===== src/rtl/gcd_arbiter_if.sv =====
// Requester-side and gcd-side signal bundle for gcd_arbiter.
// master is the arbiter's view; slave is the view of the requesters and the gcd datapath.
interface gcd_arbiter_if #(
  parameter int NREQ = 4,
  parameter int W    = 8
);
  logic [NREQ-1:0]   req;
  logic [NREQ*W-1:0] req_a;
  logic [NREQ*W-1:0] req_b;
  logic [NREQ-1:0]   ack;
  logic [W-1:0]      rsp_q;
  logic [NREQ-1:0]   rsp_done;
  logic [NREQ-1:0]   rsp_err;
  logic [W-1:0]      g_a;
  logic [W-1:0]      g_b;
  logic              g_ld;
  logic [W-1:0]      g_q;
  logic              g_rdy;

  modport master (
    input  req, req_a, req_b, g_q, g_rdy,
    output ack, rsp_q, rsp_done, rsp_err, g_a, g_b, g_ld
  );

  modport slave (
    output req, req_a, req_b, g_q, g_rdy,
    input  ack, rsp_q, rsp_done, rsp_err, g_a, g_b, g_ld
  );
endinterface


===== src/rtl/gcd_arbiter.sv =====
// Round-robin arbiter sharing one gcd datapath among NREQ requesters.
// Define GCD_ARB_TIMEOUT_EN to enable the BUSY watchdog (TIMEOUT cycles, reported on rsp_err).
module gcd_arbiter #(
  parameter int NREQ    = 4,
  parameter int W       = 8,
  parameter int TIMEOUT = 255
) (
  input logic           clk,
  input logic           reset,
  gcd_arbiter_if.master bus
);
  localparam int PW = (NREQ > 1) ? $clog2(NREQ) : 1;

  typedef enum logic [0:0] {IDLE = 1'b0, BUSY = 1'b1} state_t;

  state_t          state_r, state_s;
  logic [PW-1:0]   owner_r, owner_s, ptr_r, ptr_s, win_s, cand_s;
  logic            found_s, hit_s, fire_s;
  logic [NREQ-1:0] ack_r, ack_s, done_r, done_s;
  logic [W-1:0]    rsp_q_r, rsp_q_s, g_a_r, g_a_s, g_b_r, g_b_s;
  logic            g_ld_r, g_ld_s;
  logic [W-1:0]    opa_s [NREQ];
  logic [W-1:0]    opb_s [NREQ];

`ifdef GCD_ARB_TIMEOUT_EN
  localparam int CW = (TIMEOUT > 1) ? $clog2(TIMEOUT + 1) : 1;
  logic [CW-1:0]   cnt_r, cnt_s;
  logic [NREQ-1:0] err_r, err_s;
`endif

  function automatic logic [NREQ-1:0] onehot(input logic [PW-1:0] idx);
    logic [NREQ-1:0] v;
    v = '0;
    v[idx] = 1'b1;
    return v;
  endfunction

  function automatic logic [PW-1:0] next_idx(input logic [PW-1:0] idx);
    return (int'(idx) >= NREQ - 1) ? '0 : idx + PW'(1);
  endfunction

  for (genvar g = 0; g < NREQ; g++) begin : g_unpack
    assign opa_s[g] = bus.req_a[g*W +: W];
    assign opb_s[g] = bus.req_b[g*W +: W];
  end

  // Round-robin search: first requester at or after ptr_r, wrapping.
  always_comb begin
    win_s   = '0;
    found_s = 1'b0;
    cand_s  = '0;
    hit_s   = 1'b0;
    for (int i = 0; i < NREQ; i++) begin
      cand_s  = PW'((int'(ptr_r) + i) % NREQ);
      hit_s   = bus.req[cand_s] & ~found_s;
      win_s   = hit_s ? cand_s : win_s;
      found_s = found_s | hit_s;
    end
  end

  // Next-state and next-output logic for the IDLE/BUSY sequencer.
  always_comb begin
    state_s = state_r;
    owner_s = owner_r;
    ptr_s   = ptr_r;
    ack_s   = '0;
    done_s  = '0;
    g_ld_s  = 1'b0;
    g_a_s   = g_a_r;
    g_b_s   = g_b_r;
    rsp_q_s = rsp_q_r;
    fire_s  = bus.g_rdy & ~g_ld_r;
`ifdef GCD_ARB_TIMEOUT_EN
    cnt_s   = cnt_r;
    err_s   = '0;
`endif
    case (state_r)
      IDLE: begin
        if (found_s) begin
          state_s = BUSY;
          owner_s = win_s;
          ack_s   = onehot(win_s);
          g_ld_s  = 1'b1;
          g_a_s   = opa_s[win_s];
          g_b_s   = opb_s[win_s];
`ifdef GCD_ARB_TIMEOUT_EN
          cnt_s   = '0;
`endif
        end else begin
          state_s = IDLE;
        end
      end
      BUSY: begin
        if (fire_s) begin
          rsp_q_s = bus.g_q;
          done_s  = onehot(owner_r);
          ptr_s   = next_idx(owner_r);
          state_s = IDLE;
        end
`ifdef GCD_ARB_TIMEOUT_EN
        // A completion on the limit cycle takes priority over the error.
        else if (cnt_r == CW'(TIMEOUT - 1)) begin
          err_s   = onehot(owner_r);
          ptr_s   = next_idx(owner_r);
          state_s = IDLE;
        end else begin
          cnt_s   = cnt_r + CW'(1);
        end
`else
        else begin
          state_s = BUSY;
        end
`endif
      end
      default: begin
        state_s = IDLE;
      end
    endcase
  end

  // State and registered outputs.
  always_ff @(posedge clk or negedge reset) begin
    if (!reset) begin
      state_r <= IDLE;
      owner_r <= '0;
      ptr_r   <= '0;
      ack_r   <= '0;
      done_r  <= '0;
      rsp_q_r <= '0;
      g_a_r   <= '0;
      g_b_r   <= '0;
      g_ld_r  <= 1'b0;
`ifdef GCD_ARB_TIMEOUT_EN
      cnt_r   <= '0;
      err_r   <= '0;
`endif
    end else begin
      state_r <= state_s;
      owner_r <= owner_s;
      ptr_r   <= ptr_s;
      ack_r   <= ack_s;
      done_r  <= done_s;
      rsp_q_r <= rsp_q_s;
      g_a_r   <= g_a_s;
      g_b_r   <= g_b_s;
      g_ld_r  <= g_ld_s;
`ifdef GCD_ARB_TIMEOUT_EN
      cnt_r   <= cnt_s;
      err_r   <= err_s;
`endif
    end
  end

  assign bus.ack      = ack_r;
  assign bus.rsp_done = done_r;
  assign bus.rsp_q    = rsp_q_r;
  assign bus.g_a      = g_a_r;
  assign bus.g_b      = g_b_r;
  assign bus.g_ld     = g_ld_r;
`ifdef GCD_ARB_TIMEOUT_EN
  assign bus.rsp_err  = err_r;
`else
  assign bus.rsp_err  = '0;
`endif
endmodule


===== src/flat_wrapper.sv =====
// flat-port wrapper written by rule: the top's interface ports become plain ports
module gcd_arbiter_flat 
#(
  parameter int NREQ    = 4,
  parameter int W       = 8,
  parameter int TIMEOUT = 255
)
  (clk, reset, bus_req, bus_req_a, bus_req_b, bus_g_q, bus_g_rdy, bus_ack, bus_rsp_q, bus_rsp_done, bus_rsp_err, bus_g_a, bus_g_b, bus_g_ld);
  gcd_arbiter_if #(.NREQ(NREQ), .W(W)) bus_i ();
  input logic clk;
  input logic reset;
  input wire logic [$bits(bus_i.req)-1:0] bus_req;
  input wire logic [$bits(bus_i.req_a)-1:0] bus_req_a;
  input wire logic [$bits(bus_i.req_b)-1:0] bus_req_b;
  input wire logic [$bits(bus_i.g_q)-1:0] bus_g_q;
  input wire logic [$bits(bus_i.g_rdy)-1:0] bus_g_rdy;
  output wire logic [$bits(bus_i.ack)-1:0] bus_ack;
  output wire logic [$bits(bus_i.rsp_q)-1:0] bus_rsp_q;
  output wire logic [$bits(bus_i.rsp_done)-1:0] bus_rsp_done;
  output wire logic [$bits(bus_i.rsp_err)-1:0] bus_rsp_err;
  output wire logic [$bits(bus_i.g_a)-1:0] bus_g_a;
  output wire logic [$bits(bus_i.g_b)-1:0] bus_g_b;
  output wire logic [$bits(bus_i.g_ld)-1:0] bus_g_ld;
  assign bus_i.req = bus_req;
  assign bus_i.req_a = bus_req_a;
  assign bus_i.req_b = bus_req_b;
  assign bus_i.g_q = bus_g_q;
  assign bus_i.g_rdy = bus_g_rdy;
  assign bus_ack = bus_i.ack;
  assign bus_rsp_q = bus_i.rsp_q;
  assign bus_rsp_done = bus_i.rsp_done;
  assign bus_rsp_err = bus_i.rsp_err;
  assign bus_g_a = bus_i.g_a;
  assign bus_g_b = bus_i.g_b;
  assign bus_g_ld = bus_i.g_ld;
  gcd_arbiter #(.NREQ(NREQ), .W(W), .TIMEOUT(TIMEOUT)) u_core (.clk(clk), .reset(reset), .bus(bus_i));
endmodule

===== config.mk =====
export PLATFORM = sky130hd
export DESIGN_NAME = gcd_arbiter_flat
export DESIGN_NICKNAME = d
export VERILOG_FILES = /design/src/rtl/gcd_arbiter_if.sv /design/src/rtl/gcd_arbiter.sv /design/src/flat_wrapper.sv
export SDC_FILE = /design/constraint.sdc
export NUM_CORES = 1
export LEC_CHECK = 0
export CAP_MARGIN = 20
export CORE_ASPECT_RATIO = 0.7
export CORE_MARGIN = 2
export CORE_UTILIZATION = 41
export CTS_CLUSTER_SIZE = 30
export DETAILED_ROUTE_END_ITERATION = 7
export PLACE_DENSITY_LB_ADDON = 0.05
export SYNTH_ARGS = -nofsm -noshare
export SYNTH_HDL_FRONTEND = slang
export SYNTH_SLANG_ARGS = --single-unit
export TNS_END_PERCENT = 20

===== constraint.sdc =====
create_clock -name clk -period 3 [get_ports clk]
set_input_delay 0.75 -clock clk [delete_from_list [all_inputs] [get_ports clk]]
set_output_delay 0.75 -clock clk [all_outputs]
set_load 0.05 [all_outputs]

==> flow_metrics.tcl, run 1 <==
set metrics [dict create \
    grt_max_degree 39 \
    stdcell_count 356 \
    drive_above_1_share_pct 5.35 \
    hold_class "reg -> reg" \
    hold_slack_ps 473 \
    crit_chain "clkdlybuf4s50_1 > nor3b_1 > a221o_2 > buf_4 > mux2i_1 > o221ai_1" \
    crit_slowest_cell "clkdlybuf4s50_1" \
    cts_tree "built" \
    slew_viol_final 0 \
    grt_overflow 0 \
    crit_path_end_kind "register" \
    cp_max_fo 32 \
    rsz0062_at_grt "false" \
    dr_total_vias 1759 \
    clock_skew_ps 5.81 \
    relSlewSlack_pct 44.2 \
    grt_first_pass_wirelength_mm 7.49 \
    cp.required_ps 3140 \
    worstPathArrival_ps 2580 \
    die_area_um2 5380 \
    synth_top_family_by_area "multiplexers" \
    power.density_nw_per_um2 842 \
    cts_setup_buffers 0 \
    min_to "u_core.bus.rsp_q[7]" \
    synth_warnings 0 \
    routed_wl_mm 4.98 \
    cts.repair.resized 0 \
    yosys.area_share.adder_pct 2.54 \
    place_area_um2 3090 \
    syn_inst 187 \
    synth_top_cell_area_share_pct 48.3 \
    synth_area_leader_cell "dfrtp_1" \
    period_needed_ps 2440 \
    insertedDiodeCount 0 \
    crit_family "buffers and inverters" \
    clkLatencyLatePin_ps 280 \
    r2r_cells 5 \
    crit_type "in -> reg" \
    leakagePower_nw 1.50 \
    worst_r2r_startpoint "u_core.ptr_r[1]" \
    final_core_util_pct 67.9 \
    whs_path_depth 2 \
    ys_top_cells_by_area "dfrtp_1 (48%), mux2i_1 (17%), nand2_1 (8.8%)" \
    wl_per_cell_um 14.0 \
    start_util_pct 41.8 \
    drc_errors 0 \
    grt_usage_pct 18.3 \
    drt-vias-per-instance 4.94 \
    max_cap_viol_count 0 \
    path_buf_inv 2 \
    die_x_um 86.8 \
    ys_seq_elements 38 \
    pin_count 116 \
    worstMarginPinSlew_ps 838 \
    fp-row-count 21 \
    fmax_mhz 410 \
    r2r_setup_slack_ps 1140 \
    ant_nets 0 \
    portBuffers 111 \
    grt_antenna_before_repair 0 \
    rr_endpoint "u_core.bus.g_b[3]" \
    mappedNetlistArea_um2 1970 \
    nNetsFinal 381 \
    grt_pass1_vias 1581 \
    cts_max_level 2 \
    finalInstanceArea_um2 3190 \
    post-route-period-util_pct 81.3 \
    cts_inserted_buffers 5 \
    clkSinkCount 38 \
    areaGrowthSynthToFinish_pct 62.2 \
    synth_compound_area_share_pct 11.3 \
    synth_cell_type_count 28 \
    syn_avg_cell_area_um2 10.5 \
    status "finished clean" \
    firstDrtPassIters 4 \
    cts-root-buf "clkbuf_8" \
    synth_mux_area_share_pct 16.8 \
    timing.setup.tns_ps 0 \
    ctsHoldBuffers 0 \
    clk_path_buf_depth 2 \
    synth_xor_xnor_area_share_pct 0 \
    crit_path_start_kind "primary input" \
    cts.clk_slew.worst_paths_ps 70 \
    dp_cells 348 \
    finalWeightedCongestion 0.877 \
    dp_hpwl_mm 3.69 \
    hold_viol 0 \
    core_um2 4700 \
    setup_violations 0 \
    first_iter_violations 79 \
    critPathMaxStageDelay_ps 550 \
    hp-start "u_core.bus.rsp_q[7]" \
    fp.dieH_um 62.0 \
    irDropWorstVdd_v 0.000448 \
    seq_area_frac_synth_pct 48.3 \
    synthSimpleGateAreaFrac_pct 14.0 \
]
[power by group]
group / switching [mW] / leakage [nW] / internal (mW)
sequential: 0.108 / 0.479 / 0.685
clock: 0.171 / 0.0524 / 0.249
combinational: 0.904 / 0.964 / 0.573
[metrics by stage]
step / power (mW) / setup WS [ps]
2_1_floorplan: 1.80 / 1030
3_3_place_gp: 2.28 / 304
3_5_place_dp: 2.29 / 237
4_1_cts: 2.72 / 566
5_1_grt: 2.85 / 383
6_report: 2.69 / 561
[worst max-delay path by stage]
stage	from	end	slack [ps]	depth (start not counted)
floorplan	bus_req[2]	u_core.bus.g_a[7]	1030	7
global placement	bus_req[0]	u_core.bus.g_b[7]	300	6
detailed placement	bus_req[0]	u_core.bus.g_a[1]	240	6
CTS	bus_req[0]	u_core.bus.g_a[1]	570	6
global route	bus_req[0]	u_core.bus.g_b[4]	380	6
finish	bus_req[0]	u_core.bus.g_b[3]	560	6
[cell usage after synthesis (all sizes together)]
cell,n
nand2,46
dfrtp,38
mux2i,33
o221ai,16
buf,12
inv,7
and2,4
ha,4
clkbuf,3
nor2b,3
o21ai,3
a21o,2
a221o,2
nor2,2
nor3b,2
a21bo,1
a21oi,1
a311o,1
conb,1
nand2b,1
nand3,1
nand3b,1
nor4,1
o31ai,1
or2,1
[final cells by class]
| class | instances | area [um2] |
|---|---|---|
| repair buffers | 116 | 1140 |
| inverters | 7 | 26.3 |
| flip-flops and latches | 38 | 951 |
| fillers | 364 | 1510 |
| clock buffers | 7 | 76.3 |
| clock inverters | 1 | 30.0 |
| multi-input cells | 130 | 895 |
| well taps | 57 | 71.3 |
[worst reg2reg max path: stages, from the launching register on]
cell and delay (ps):
dfrtp_1 440, mux2i_1 260, a221o_2 170, buf_4 430, mux2i_1 270, o221ai_1 140
[logic make-up after synthesis]
family,count (synthesis)
and+or+nand+nor,62
muxes,33
AOI/OAI and AO/OA,27
buffers and inverters,22
other,1
DFF,38
adders and majority gates,4
[placed cells by master, fill, tap and decap left out, drive strengths merged]
master	n
nand2	46
a21o	2
nand3	1
o31ai	1
nand3b	1
or2	1
ha	4
o21ai	3
nor3b	2
buf	6
a21oi	1
nor2	2
o221ai	16
conb	4
nor2b	3
dfrtp	38
and2	4
nand2b	1
mux2i	33
a21bo	1
nor4	1
inv	7
clkdlybuf4s50	110
a311o	1
a221o	2
clkbuf	7
bufinv	1
[registers in the layout, summed over array words and instances (netlist names)]
name                 count
u_core.bus.g_a           8
u_core.bus.g_b           8
u_core.bus.rsp_q         8
u_core.bus.ack           4
u_core.bus.rsp_done      4
u_core.owner_r           2
u_core.ptr_r             2
u_core.bus.g_ld          1
u_core.state_r           1
[per-layer routing]
layer,vias up,share of wire [%],global-route usage [%]
li1,867,-,-
met1,816,46,24.1
met2,71,45,28.5
met3,5,8.3,7.27
met4,0,0.58,4.91
met5,-,0,0
Power figures use the tool's default switching activity.
==> run 2: changes to the inputs <==
CORE_UTILIZATION = 34   (was 41)
clock period = 2.1 ns   (was 3 ns; I/O delays follow)
==> run 2 against run 1 <==
Compared with the run above:
- clock skew down 1.1 ps
- global-route usage down 1.4 points
- clock-buffer cell count down 1
- largest power group unchanged
- highest routed layer unchanged
==> flow_metrics.tcl, run 2 (same netlist as run 1, synthesis figures left out) <==
set metrics [dict create \
    status "finished clean" \
    switching_share_pct 44.5 \
    ant_nets 0 \
    hold_class "in -> async" \
    seq_power_share_pct 29.8 \
    cts_inserted_buffers 5 \
    r2r_setup_slack_ps 380 \
    r2r_cells 5 \
    cts-root-buf "clkbuf_8" \
    fmax_mhz 498 \
    cts_tree "built" \
    wl_per_cell_um 13.7 \
    first_iter_violations 47 \
    period_needed_ps 2010 \
    die_x_um 94.9 \
    clk_path_buf_depth 2 \
    post-place-ws_ps -201 \
    grt_pass1_vias 1740 \
    final_common_cell "clkdlybuf4s50_1" \
    drive_above_1_share_pct 9.71 \
    finalInstanceArea_um2 3330 \
    power.net_switching_mw 1.71 \
    insertedDiodeCount 0 \
    core_um2 5670 \
    layout_common_cells "clkdlybuf4s50_1 (109), nand2_1 (46), dfrtp_1 (38), mux2i_1 (32), o221ai_1 (16)" \
    die_area_um2 6420 \
    grt_overflow 0 \
    intPower_mw 2.13 \
    irDropWorstVdd_v 0.000445 \
    cp_max_fo 21 \
    crit_chain "clkdlybuf4s50_1 > a21bo_2 > a221o_2 > buf_12 > mux2i_2 > o221ai_1" \
    start_util_pct 34.7 \
    power.density_nw_per_um2 1150 \
    setup_violations 0 \
    nNetsFinal 393 \
    max_cap_viol_count 0 \
    place_area_um2 3250 \
    critPathMaxStageDelay_ps 500 \
    firstDrtPassIters 4 \
    worstPathArrival_ps 2150 \
    portBuffers 111 \
    grt_antenna_before_repair 0 \
    hold_viol 0 \
    timing.setup.tns_ps 0 \
    fp.dieH_um 67.7 \
    fin_ws_ps 90.8 \
    grt_usage_pct 16.9 \
    areaGrowthSynthToFinish_pct 69.4 \
    crit_path_end_kind "register" \
    rsz0062_at_grt "false" \
    clock_skew_ps 4.75 \
    cts_setup_buffers 0 \
    routed_wl_mm 5.25 \
    slew_viol_final 0 \
    grt_first_pass_wirelength_mm 8.36 \
    worstMarginPinSlew_ps 520 \
    worst_r2r_startpoint "u_core.ptr_r[1]" \
    leakagePower_nw 1.57 \
    crit_slowest_cell "clkdlybuf4s50_1" \
    cp.required_ps 2240 \
    cts.clk_slew.worst_paths_ps 70 \
    finalWeightedCongestion 0.787 \
    dr_total_vias 1774 \
    fp-row-count 23 \
    cts_max_level 2 \
    clkLatencyLatePin_ps 280 \
    n_fill_cell 498 \
    finalPower_mw 3.84 \
    rr_endpoint "u_core.bus.g_b[6]" \
    hold_slack_ps 285 \
    clkSinkCount 38 \
    drc_errors 0 \
    clock_power_share_pct 12.6 \
    ctsHoldBuffers 0 \
    pin_count 116 \
    drt-vias-per-instance 4.62 \
    crit_path_start_kind "primary input" \
    crit_type "in -> reg" \
    comb_power_share_pct 57.6 \
    dp_hpwl_mm 4.05 \
    grt_max_degree 39 \
    post-route-period-util_pct 95.7 \
    relSlewSlack_pct 65.2 \
]
run 2: cell count changes in the layout (fill, tap and decap cells not counted):
cell and delta:
clkdlybuf4s50_1 -1, bufinv_16 -1, buf_12 +4, mux2i_1 -1, clkbuf_1 -2, clkbuf_8 +1, buf_4 +9, mux2i_2 +1
run 2: area by class of cell:
class,count,area [um2],share of cell area (%)
timing repair buffer,128,1280,38.4
clock buffer,6,82.6,2.48
inverter,7,26.3,0.788
sequential,38,951,28.5
tap,75,93.8,2.82
multi-input combinational,130,898,27.0
run 2: what timing repair did:
item,CTS,global route
resized for setup,0,1
endpoints found under the setup margin,0,1
endpoints found under the hold margin,0,0
run 2: how the worst max path moves through the flow:
stage	from	endpoint
after floorplan	bus_req[2]	u_core.bus.g_a[7]
after global placement	bus_req[0]	u_core.bus.g_a[3]
after detailed placement	bus_req[1]	u_core.bus.g_b[7]
after CTS	u_core.bus.g_ld	bus_g_ld
after global routing	bus_req[1]	u_core.bus.g_b[6]
final	bus_req[1]	u_core.bus.g_b[6]
run 2: layer usage:
layer / vias up / global-route usage [%] / share of wire [%]
li1: 886 / - / -
met1: 827 / 22.4 / 46
met2: 56 / 26.0 / 45
met3: 5 / 6.36 / 8.5
met4: 0 / 4.71 / 0.86
met5: - / 0 / 0
run 2: through the flow:
step                      utilization (%)  std cells
after floorplan                         -        190
after global placement               57.3        378
after detailed placement             57.3        378
after CTS                            58.7        384
after global routing                 58.8        384
final                                58.8        384
run 2: critical path, delay by kind of cell:
family / cells / cell delay, ps
buffers and inverters: 2 / 680
multiplexers: 1 / 180
AO/OA/AOI/OAI: 3 / 750
run 2: power by group through the flow:
stage | Sequential, mW | Clock, mW | Combinational [mW]
after floorplan | 1.87 | 0 | 0.705
after global placement | 1.15 | 0 | 2.22
after detailed placement | 1.15 | 0 | 2.23
after CTS | 1.14 | 0.499 | 2.23
after global routing | 1.18 | 0.544 | 2.36
final | 1.14 | 0.484 | 2.21
==> run 3: changes to the inputs <==
CAP_MARGIN = not set   (was 20)
CORE_UTILIZATION = 38   (was 34)
clock period = 2.25 ns   (was 2.1 ns; I/O delays follow)
==> run 3 against run 2 <==
Compared with the run above:
- power is 7.2% lower
- flip-flop and latch count stayed put
- setup slack improved by 72 ps
- clock power shrank 2%
- clock-buffer cell count up 1
- worst hold slack got worse by 72 ps
- die area is 10% lower
- final cell count down 1.8%
- core utilization up 8.4 points
- global-route usage increased by 1.3 points
- critical path type unchanged
==> flow_metrics.tcl, run 3 (same netlist as run 1, synthesis figures left out) <==
set metrics [dict create \
    areaGrowthSynthToFinish_pct 66.9 \
    nNetsFinal 390 \
    wl_per_cell_um 13.9 \
    fp.dieH_um 64.2 \
    critPathMaxStageDelay_ps 510 \
    clock_skew_ps 7.31 \
    leakagePower_nw 1.54 \
    crit_chain "clkdlybuf4s50_1 > a21bo_2 > a221o_2 > buf_12 > mux2i_1 > o221ai_1" \
    start_util_pct 40.3 \
    power.density_nw_per_um2 1080 \
    status "finished clean" \
    r2r_cells 5 \
    clk_path_buf_depth 2 \
    die_x_um 90.0 \
    cts_setup_buffers 0 \
    final_common_cell "clkdlybuf4s50_1" \
    area.sequential_um2 951 \
    crit_path_end_kind "register" \
    firstDrtPassIters 4 \
    cts.repair.resized 0 \
    grt_antenna_before_repair 0 \
    n_fill_cell 405 \
    cts-root-buf "clkbuf_8" \
    cts_max_level 2 \
    multi_input_area_um2 895 \
    grt_usage_pct 18.2 \
    grt_max_degree 33 \
    cts_inserted_buffers 5 \
    die_area_um2 5780 \
    crit_type "in -> reg" \
    layout_common_cells "clkdlybuf4s50_1 (110), nand2_1 (46), dfrtp_1 (38), mux2i_1 (33), o221ai_1 (16)" \
    routed_wl_mm 5.23 \
    irDropWorstVdd_v 0.000550 \
    ant_nets 0 \
    worstMarginPinSlew_ps 529 \
    setup_violations 0 \
    place_area_um2 3190 \
    hold_class "in -> async" \
    crit_slowest_cell "clkdlybuf4s50_1" \
    first_iter_violations 99 \
    hold_viol 0 \
    post-route-period-util_pct 92.8 \
    cp.required_ps 2390 \
    grt_overflow 0 \
    period_needed_ps 2090 \
    grt_first_pass_wirelength_mm 8.42 \
    finalInstanceArea_um2 3290 \
    ctsHoldBuffers 0 \
    relSlewSlack_pct 64.6 \
    final_core_util_pct 67.2 \
    fmax_mhz 479 \
    dr_total_vias 1771 \
    drc_errors 0 \
    drt-vias-per-instance 4.70 \
    grt_pass1_vias 1773 \
    finalWeightedCongestion 0.862 \
    insertedDiodeCount 0 \
    rsz0062_at_grt "false" \
    finalPower_mw 3.56 \
    fp-row-count 21 \
    crit_path_start_kind "primary input" \
    clkSinkCount 38 \
    clkLatencyLatePin_ps 280 \
    portBuffers 111 \
    dp_hpwl_mm 4.12 \
    drive_above_1_share_pct 8.44 \
    cts.clk_slew.worst_paths_ps 70 \
    max_cap_viol_count 0 \
    cp_max_fo 32 \
    cts_tree "built" \
    slew_viol_final 0 \
    worstPathArrival_ps 2230 \
    core_um2 4890 \
    pin_count 116 \
]
-- run 3: cell type report --
type	count	share of cell area (%)
clock buffers	7	2.63
clock inverters	1	0.152
inverters	7	0.800
multi-input cells	130	27.2
flip-flops and latches	38	28.9
well taps	69	2.63
repair buffers	125	37.6
-- run 3: power breakdown --
| group | switching, mW | internal, mW | leakage, nW |
|---|---|---|---|
| Sequential | 0.150 | 0.913 | 0.479 |
| Clock | 0.227 | 0.247 | 0.0482 |
| Combinational | 1.22 | 0.807 | 1.02 |
| Total | 1.59 | 1.97 | 1.54 |
-- run 3: per-stage QoR --
| stage | setup TNS [ps] | hold slack, ps | setup WS [ps] | cells |
|---|---|---|---|---|
| after floorplan | 0 | 267 | 467 | 190 |
| after global placement | -1080 | 457 | -84.8 | 369 |
| after detailed placement | -1410 | 461 | -119 | 369 |
| after CTS | 0 | 217 | 164 | 377 |
| after global routing | 0 | 237 | 41.4 | 377 |
| final | 0 | 214 | 163 | 377 |
-- run 3: path summary, 6_finish.rpt --
check                                     from                  end  slack, ps
setup / recovery                    bus_req[1]    u_core.bus.g_a[0]        160
hold / removal                           reset  u_core.bus.rsp_q[4]        210
setup reg to reg               u_core.ptr_r[1]    u_core.bus.g_a[0]        520
hold reg to reg            u_core.bus.rsp_q[3]  u_core.bus.rsp_q[3]        480
max in group asynchronous                reset    u_core.bus.g_b[4]       1520
min in group clk           u_core.bus.rsp_q[3]  u_core.bus.rsp_q[3]        480
-- run 3: worst max-delay path, delay by kind of cell --
kind / cells / cell delay [ps]
mux: 1 / 220
buf+inv: 2 / 700
compound gates: 3 / 730
-- run 3: per-layer routing --
layer	part of all wire (%)	track usage (%)	vias to the layer above
met4	1.7	6.92	0
met5	0	0	-
met2	42	27.2	78
li1	-	-	884
met3	9.1	6.96	10
met1	47	23.9	799
==> RTL change 1 (flow settings as in run 3) <==
The option `GCD_ARB_TIMEOUT_EN` is turned on by a define.
--- a/src/rtl/gcd_arbiter.sv
+++ b/src/rtl/gcd_arbiter.sv
@@ -2,2 +2,4 @@
 // Define GCD_ARB_TIMEOUT_EN to enable the BUSY watchdog (TIMEOUT cycles, reported on rsp_err).
+`define GCD_ARB_TIMEOUT_EN
+
 module gcd_arbiter #(
Check against the original RTL: same outputs for any inputs over 4 cycles, from zero or initial values and one cycle with reset low; that may be too few to reach the edited logic, so the function may still have changed.
==> RTL change 1 against run 3 <==
Sequential cell count rose by 12. Global-route usage fell by 0.82 points. Total power rose by 33%. Area after synthesis rose by 25%. Setup slack improved by 0.038 ns. Sequential share of layout area rose by 3.5 points. Count of clock-buffer cells in the layout fell by 2. First-iteration DRC count rose by 1.0%. Wire length rose by 14%. Cell area rose by 17%. Cell count rose by 12%. Clock skew rose by 0.0020 ns. Utilization fell by 5.5 points. Critical path type is now flop to primary output. Highest routed layer unchanged.
==> RTL change 1: results (changes against run 3) <==
- Post-DP HPWL: 4680 um (+14%)
- Port Buf Inserts: 115 (+3.6%)
- GPL Wtd Cong: 0.764 (-11%)
- Status: completed
- Largest net degree at the start of global routing: 26 (-21%)
- First-pass GRT wire length: 9950 um (+18%)
- DRT iter0 DRCs: 100 (+1.0%)
- Synth Area in Compound Gates: 9.16% (-2.2 points)
- Worst VDD drop: 0.672 mV (+22%)
- XOR/XNOR share of the synthesized area: 2.14% (+2.1 points)
- Worst path arrival time: 1.49 ns (-0.74 ns)
- Critical Path Source: u_core.bus.g_a[4]
- Clk_lat worst skew: 0.30 ns (+0.02 ns)
- Slew margin rel.: 62.4% (-2.3 points)
- Drt total wl: 5940 um (+14%)
- LEAKAGE: 0.00170 uW (+9.8%)
- Share of cells above drive strength 1: 10.5% (+2.0 points)
- Fillers: 553 (+37%)
- Post-synth top cells: dfrtp_1 (50), mux2i_1 (32), nand2_1 (26), o221ai_1 (17), nor2_1 (13)
- Sequential element share of the synthesized area: 50.9% (+2.6 points)
- Synth unique cells: 29 (+3.6%)
- Largest cells by area after synthesis: dfrtp_1 (51%), mux2i_1 (13%), o221ai_1 (6.1%), mux2_2 (4.6%), nand2_1 (4.0%)
- Vias: 2073 (+17%)
- Final Net Count: 428 (+9.7%)
- Synth Area in Adders: 3.05% (+0.51 points)
- Switching Fraction: 45.7% (+0.97 points)
## RTL change 1: final timing paths
check,cells after the start,endpoint,slack [ns]
setup reg to reg,7,u_core.cnt_r[1],0.62
setup / recovery,1,bus_g_a[4],0.20
min in group clk,2,u_core.bus.g_a[6],0.50
max in group asynchronous,2,u_core.bus.rsp_q[1],1.40
hold / removal,1,u_core.cnt_r[4],0.24
hold reg to reg,2,u_core.bus.g_a[6],0.50
## RTL change 1: routing by layer
metal	share of wire (%)	routed length (um)	global-route usage, %
met1	46	2720	24.2
met2	47	2810	27.7
met4	0.067	4	2.44
met3	6.9	409	5.27
met5	0	0	0
## RTL change 1: through the flow
stage / instances / util (%) / hold slack [ns] / worst slack (ns) / area [um^2]
detailed placement: 414 / 60.2 / 0.474 / -0.0274 / 3760
global route: 422 / 61.7 / 0.279 / 0.137 / 3850
finish: 422 / 61.7 / 0.241 / 0.201 / 3850
CTS: 422 / 61.7 / 0.254 / 0.180 / 3850
global placement: 414 / 60.2 / 0.471 / -0.0186 / 3760
floorplan: 218 / - / 0.267 / 0.489 / 2460
## RTL change 1: final cells by class
class / count / area [um^2] / share of cell area (%)
sequential: 50 / 1250 / 32.5
timing repair buffer: 130 / 1300 / 33.6
clock inverter: 3 / 23.8 / 0.617
tap: 78 / 97.6 / 2.53
inverter: 8 / 30.0 / 0.779
multi-input combinational: 148 / 1090 / 28.2
clock buffer: 5 / 68.8 / 1.79
## RTL change 1: power by group through the flow
stage / Clock, uW / Combinational [uW] / Sequential (uW)
after floorplan: 0 / 998 / 2290
after global placement: 0 / 2800 / 1440
after detailed placement: 0 / 2830 / 1440
after CTS: 559 / 2830 / 1420
after global routing: 594 / 3000 / 1470
final: 534 / 2800 / 1420
==> RTL change 2 (settings of run 3) <==
Made on the original files. Make the reset (`reset`) synchronous in one clocked block.
--- a/src/rtl/gcd_arbiter.sv
+++ b/src/rtl/gcd_arbiter.sv
@@ -121,3 +121,3 @@
   // State and registered outputs.
-  always_ff @(posedge clk or negedge reset) begin
+  always_ff @(posedge clk) begin
     if (!reset) begin
Function: differs if reset is asserted again (counterexample within 4 cycles, from zero or initial values and one cycle with reset low); with reset held inactive, the same outputs for 4 cycles.
==> RTL change 2 against run 3 <==
Wire length up 33%. Area after synthesis up 9.5%. Setup slack better by 0.073 ns. Non-clock buffer count up 16. Cell area up 8.1%. Sequential cell count unchanged.
Power is not compared: it rests on default switching activity, and its combinational part moved more than twofold at a synthesized area within 25%.
==> RTL change 2: results (changes against run 3) <==
- Met1 Usage GRT: 33.7% (+9.8 points)
- Post-synthesis mux area share: 0% (-17 points)
- Post-synth top cells: dfxtp_1 (38), o21ai_0 (33), a211oi_1 (32), nand2_1 (21), nand3_1 (18)
- GR Util met3: 6.79% (-0.17 points)
- Critical Path Source: u_core.bus.rsp_q[2]
- Worst r2r src: u_core.ptr_r[1]
- Total Routing Usage GR: 23.1% (+5.0 points)
- Non-Filler Instances: 459 (+22%)
- Post-Place Setup Slack: -0.0615 ns (+0.0571 ns)
- First-pass GRT wire length: 11300 um (+34%)
- FF-to-FF setup slack: 0.50 ns (-0.02 ns)
- Skew final: 0.00306 ns (-0.00425 ns)
- DRT Pass-1 Iters: 5 (+1)
- Power, Total: roughly 1900 uW
- Post-DP HPWL: 5240 um (+27%)
- Synth unique cells: 38 (+36%)
- Drt wl/cell: 15.1 um (+9.0%)
- HP Class: flop to flop
- Placement-stage cell area: 3460 um^2 (+8.3%)
- CP peak stage delay: 0.82 ns (+0.31 ns)
- Share of cells above drive strength 1: 11.1% (+2.7 points)
- Crit path max-delay family: buffers and inverters
- Vias in the first global route: 2245 (+27%)
- Fillers: 472 (+17%)
- Asr flop ratio synth: 0% (-100 points)
- Worst path arrival time: 1.45 ns (-0.78 ns)
- Status: completed
-- RTL change 2: cell types whose count changed in the layout (fill, tap and decap cells not counted), sizes merged, moves of 3 or more --
cell,run 3,this run
nor2,2,8
nand3,1,18
a211oi,0,32
o21ai,3,35
dfrtp,38,0
a21oi,1,4
nand2,46,21
mux2i,33,0
buf,15,30
and3,0,16
dfxtp,0,38
o221ai,16,0
a22o,0,10
a31oi,0,16
-- RTL change 2: area by class of cell --
class	instances	share of cell area, %
Tap cell	72	2.54
Multi-Input combinational cell	192	33.5
Sequential cell	38	21.4
Clock inverter	2	0.352
Clock buffer	6	2.32
Timing Repair Buffer	141	39.0
Inverter	8	0.845
-- RTL change 2: layer usage --
| layer | routed length, um | vias to the layer above |
|---|---|---|
| li1 | - | 1219 |
| met1 | 3250 | 1119 |
| met2 | 2880 | 112 |
| met3 | 746 | 7 |
| met4 | 70 | 0 |
| met5 | 0 | - |
